--- src/rtl/seg7_scan_driver_04.sv ---
// Six-digit multiplexed 7-segment driver for an HH.MM.SS clock display.
// Optional macro LZ_BLANK_EN blanks the hour tens digit when it is zero.
module seg7_scan_driver_04 #(
  parameter int unsigned SCAN_DIV = 50000
) (
  input  logic       clk_04,
  input  logic       rst_04,
  input  logic [7:0] sec_04,
  input  logic [7:0] min_04,
  input  logic [7:0] hour_04,
  output logic [5:0] sel_04,
  output logic [6:0] seg_04,
  output logic       dp_04
);

  localparam logic [15:0] DivLast = 16'(SCAN_DIV - 1);

  logic [15:0] div_q, div_d;
  logic [2:0]  idx_q, idx_d;
  logic [23:0] snap_q, snap_d;
  logic [5:0]  sel_q, sel_d;
  logic [6:0]  seg_q, seg_d;
  logic        dp_q, dp_d;
  logic        div_wrap;
  logic [3:0]  nib;

  function automatic logic [6:0] decode(input logic [3:0] v);
    logic [6:0] s;
    unique case (v)
      4'd0:    s = 7'h40;
      4'd1:    s = 7'h79;
      4'd2:    s = 7'h24;
      4'd3:    s = 7'h30;
      4'd4:    s = 7'h19;
      4'd5:    s = 7'h12;
      4'd6:    s = 7'h02;
      4'd7:    s = 7'h78;
      4'd8:    s = 7'h00;
      4'd9:    s = 7'h10;
      default: s = 7'h3F;
    endcase
    return s;
  endfunction

  always_comb begin
    div_wrap = (div_q == DivLast);
    div_d    = div_wrap ? 16'd0 : div_q + 16'd1;
    idx_d    = idx_q;
    if (div_wrap) idx_d = (idx_q == 3'd5) ? 3'd0 : idx_q + 3'd1;
    // Snapshot only at the frame boundary so a frame never mixes old and new time.
    snap_d = (div_wrap && idx_q == 3'd5) ? {hour_04, min_04, sec_04} : snap_q;

    unique case (idx_q)
      3'd0:    nib = snap_q[3:0];
      3'd1:    nib = snap_q[7:4];
      3'd2:    nib = snap_q[11:8];
      3'd3:    nib = snap_q[15:12];
      3'd4:    nib = snap_q[19:16];
      3'd5:    nib = snap_q[23:20];
      default: nib = 4'd0;
    endcase

    sel_d = ~(6'd1 << idx_q);
    dp_d  = !(idx_q == 3'd2 || idx_q == 3'd4);
    seg_d = decode(nib);
`ifdef LZ_BLANK_EN
    if (idx_q == 3'd5 && nib == 4'd0) seg_d = 7'h7F;
`endif
  end

  always_ff @(posedge clk_04 or posedge rst_04) begin
    if (rst_04) begin
      div_q  <= '0;
      idx_q  <= '0;
      snap_q <= '0;
      sel_q  <= 6'h3F;
      seg_q  <= 7'h7F;
      dp_q   <= 1'b1;
    end else begin
      div_q  <= div_d;
      idx_q  <= idx_d;
      snap_q <= snap_d;
      sel_q  <= sel_d;
      seg_q  <= seg_d;
      dp_q   <= dp_d;
    end
  end

  assign sel_04 = sel_q;
  assign seg_04 = seg_q;
  assign dp_04  = dp_q;

endmodule

--- config.mk ---
export PLATFORM = sky130hd
export DESIGN_NAME = seg7_scan_driver_04
export DESIGN_NICKNAME = d
export VERILOG_FILES = /design/src/rtl/seg7_scan_driver_04.sv
export SDC_FILE = /design/constraint.sdc
export NUM_CORES = 1
export LEC_CHECK = 0
export ABC_CLOCK_PERIOD_IN_PS = 2700
export CAP_MARGIN = 20
export CORE_UTILIZATION = 25
export CTS_BUF_LIST = sky130_fd_sc_hd__clkbuf_8 sky130_fd_sc_hd__clkbuf_16
export DETAILED_ROUTE_END_ITERATION = 8
export SYNTH_ARGS = -nofsm -noshare
export SYNTH_HDL_FRONTEND = slang
export SYNTH_SLANG_ARGS = --single-unit
--- constraint.sdc ---
create_clock -name clk_04 -period 2.7 [get_ports clk_04]
set_clock_uncertainty 0.05 [all_clocks]
set_input_delay 0.675 -clock clk_04 [delete_from_list [all_inputs] [get_ports clk_04]]
set_output_delay 0.675 -clock clk_04 [all_outputs]
set_load 0.01 [all_outputs]
==> impl_metrics.csv <==
group,metric,value,unit
synthesis,yosys_most_used_dff,"dfrtp_1",
setup_path,crit-reg2reg-launch,"idx_q[2]",
synthesis,simple_gate_fraction_of_synth_area,0.143,
route,initial_drc_count,106,
synthesis,ys_async_sr_fraction,1.00,
setup_path,timing.rr.end,"seg_04[4]",
synthesis,mappedNetlistNets,245,
clock_tree,holdBufCountCts,0,
sta,worst_slack,0.354,ns
sta,final_setup_vio_count,0,
pwr,power_leakage,1.52,nW
route,route.detailed.wl_per_inst,12.4,µm
sta,finalHoldViolCount,0,
setup_path,timing.reg2reg.setup_slack,0.35,ns
die,starting_density_of_the_core,0.256,
sta,worst_slew_pin_slew,0.605,ns
pwr,worst_ir_drop_on_vdd,0.183,mV
route,totalWireLength,5.05,mm
sta,slew-limit-headroom,0.596,
final_layout,insertedDiodeCount,0,
grt,grt_start_max_net_pins,58,
die,fp.dieH,105,µm
synthesis,post_synth_num_cell_types,42,
die,core_region_area,0.0103,mm²
synthesis,synth.cell_area,0.00264,mm²
synthesis,postSynthCellCount,212,
run,cap_violations,0,
grt,grt_first_pass_wirelength,8.87,mm
setup_path,setup.worst_path.end_class,"flip-flop",
clock_tree,tritoncts_clock_tree,"done",
route,drt_first_pass_iters,4,
outcome,run_status,"completed",
place,place_ws,0.380,ns
place,post-place-cells,390,
final_layout,fill_cells,1064,
sta,report.final.slew_viol_count,0,
setup_path,worst-endpoint-arrival,2.56,ns
sta,rsz0062_at_grt,"false",
setup_path,critical_path_peak_fanout,7,
final_layout,final-instance-count-excl-fill,406,
die,die_area,0.0110,mm²
sta,timing.setup.tns,0,ns
synthesis,seq_area_frac_synth,0.548,
sta,finalCriticalPeriod,2.35,ns
final_layout,area_growth,29.1,%
synthesis,synth_mux_area_frac,0.137,
setup_path,timing_worst_setup_path_type,"flip-flop to flip-flop",
synthesis,ys_warn_count,0,
route,vias_per_cell,4.22,
clock_tree,setup_fix_bufs_post_cts,0,
clock_tree,clock_latency,0.34,ns
clock_tree,cts_num_sinks,57,
final_layout,utilization,0.331,
route,routed-via-count,1714,
setup_path,worst_r2r_path_depth,9,
setup_path,crit_required,2.92,ns
clock_tree,clk_transition_reported_paths,0.06,ns
place,io_buffer_count,39,
min_path,whs_endpoint,"div_q[0]",
grt,grt-ovfl-total,0,
route,drc,0,
pwr,power.density,467,mW/mm²
setup_path,start_kind,"flip-flop",
place,gp_routability_congestion,0.776,
synthesis,syn-mean-instance-area,12.4,µm²
synthesis,synth_top_family_by_area,"simple AND/OR/NAND/NOR gates",
die,ioPinCount,40,
grt,globalRouteTotalUtil,0.106,
min_path,hold_start,"div_q[0]",
min_path,hold_class,"flip-flop to flip-flop",
synthesis,synth-adder-area-share,0.0332,
die,floorplan_row_count,37,
clock_tree,cts.repair.resized,0,
grt,antenna_violations_before_repair,0,
synthesis,postSynthRegisterBits,57,
final_layout,post_route_cells_drive_above_1_share,0.252,
clock_tree,library_cell_used_as_clock_root_buffer,"clkbuf_8",
sta,crit_share_post_route,0.869,
clock_tree,cts-htree-levels,3,
die,die_width,105,µm
sta,max_clock_freq,426,MHz
synthesis,synth_xor_area_frac,0.0499,
min_path,worst_hold_path_depth,1,
place,dp.final_hpwl,3.71,mm
clock_tree,cts-root-to-sink-buffers,2,
clock_tree,numCtsBuffers,9,
final_layout,final_net_count,298,
grt,grt_pass1_vias,1803,
synthesis,synth-edff-count,0,
synthesis,synth_compound_area_frac,0.0575,
route,drt.antenna.violating_nets,0,
critical path, stage by stage, from the launching register on:
cell and delay (ns):
dfrtp_1 0.34, buf_4 0.14, inv_1 0.12, ha_1 0.31, a221o_1 0.47, inv_1 0.14
ha_1 0.15, inv_1 0.04, or3_1 0.35, and3_1 0.15
placed cells by master, fill, tap and decap left out, types with 2 or more instances in the layout:
cell / count
dfrtp_1: 43
clkdlybuf4s50_1: 39
mux2_2: 24
nor2_1: 16
inv_1: 14
dfstp_2: 14
nand2_1: 11
clkbuf_8: 11
xnor2_1: 10
mux2i_1: 8
buf_4: 8
nand3_1: 7
ha_1: 7
and3_1: 6
nand3b_1: 6
a21oi_1: 6
nand4_1: 5
xor2_1: 5
and2_1: 3
o21ai_0: 2
nor3_1: 2
cell usage after synthesis, types with 2 or more instances:
library cell	count	area, µm²
a21oi_1	6	30.0
and2_1	3	18.8
and3_1	6	37.5
buf_2	3	15.0
buf_6	2	22.5
dfrtp_1	43	1080
dfstp_2	14	368
ha_1	7	87.6
inv_1	10	37.5
mux2_2	24	270
mux2i_1	8	80.1
nand2_1	11	41.3
nand3_1	7	35.0
nand3b_1	6	45.0
nand4_1	5	31.3
nor2_1	16	60.1
nor3_1	2	10.0
o21ai_0	2	10.0
xnor2_1	10	87.6
xor2_1	5	43.8
area by class of cell:
type | instances | area, µm² | area share
multi-input combinational | 139 | 1110 | 0.326
timing repair buffer | 48 | 470 | 0.138
tap | 136 | 170 | 0.0500
clock buffer | 11 | 151 | 0.0445
inverter | 10 | 37.5 | 0.0110
clock inverter | 5 | 18.8 | 0.00552
sequential | 57 | 1440 | 0.425
cell families after synthesis:
logic type      count (synthesis)
compound gates                 17
xor+xnor                       15
fa+ha+maj                       7
buf+inv                        16
flops                          57
mux                            33
simple gates                   67
report_power, final:
| group | total [mW] | switching, mW | internal [mW] |
|---|---|---|---|
| clock network | 0.677 | 0.311 | 0.366 |
| logic | 0.0570 | 0.0222 | 0.0348 |
| registers | 0.856 | 0 | 0.856 |
how the worst max path moves through the flow:
stage	endpoint	slack, ns	from	cells past startpoint
global placement	seg_04[4]	0.46	idx_q[2]	9
floorplan	seg_04[4]	0.32	idx_q[1]	8
global route	seg_04[4]	0.24	idx_q[2]	9
detailed placement	seg_04[4]	0.38	idx_q[2]	9
finish	seg_04[4]	0.35	idx_q[2]	9
CTS	seg_04[4]	0.36	idx_q[2]	9
flip-flops by register name, summed over array words and instances (netlist names):
register / flops
div_q: 16
dp_04: 1
seg_04: 7
snap_q: 24
sel_04: 6
idx_q: 3
metrics by stage:
| stage | hold slack, ns | cell area (µm²) | power [mW] |
|---|---|---|---|
| after global placement | 0.415 | 3230 | 0.929 |
| after global routing | 0.466 | 3400 | 1.66 |
| after floorplan | 0.398 | 2640 | 0.883 |
| final | 0.430 | 3400 | 1.59 |
| after detailed placement | 0.430 | 3230 | 0.929 |
| after CTS | 0.438 | 3400 | 1.62 |
per-layer routing:
layer | routed length (µm) | global-route usage | up-vias
met2 | 2260 | 0.164 | 33
met4 | 91 | 0.0483 | 0
met5 | 0 | 0 | -
met3 | 255 | 0.0430 | 11
met1 | 2440 | 0.129 | 822
li1 | - | - | 848
Note: power is estimated with default switching activity, not from simulation.
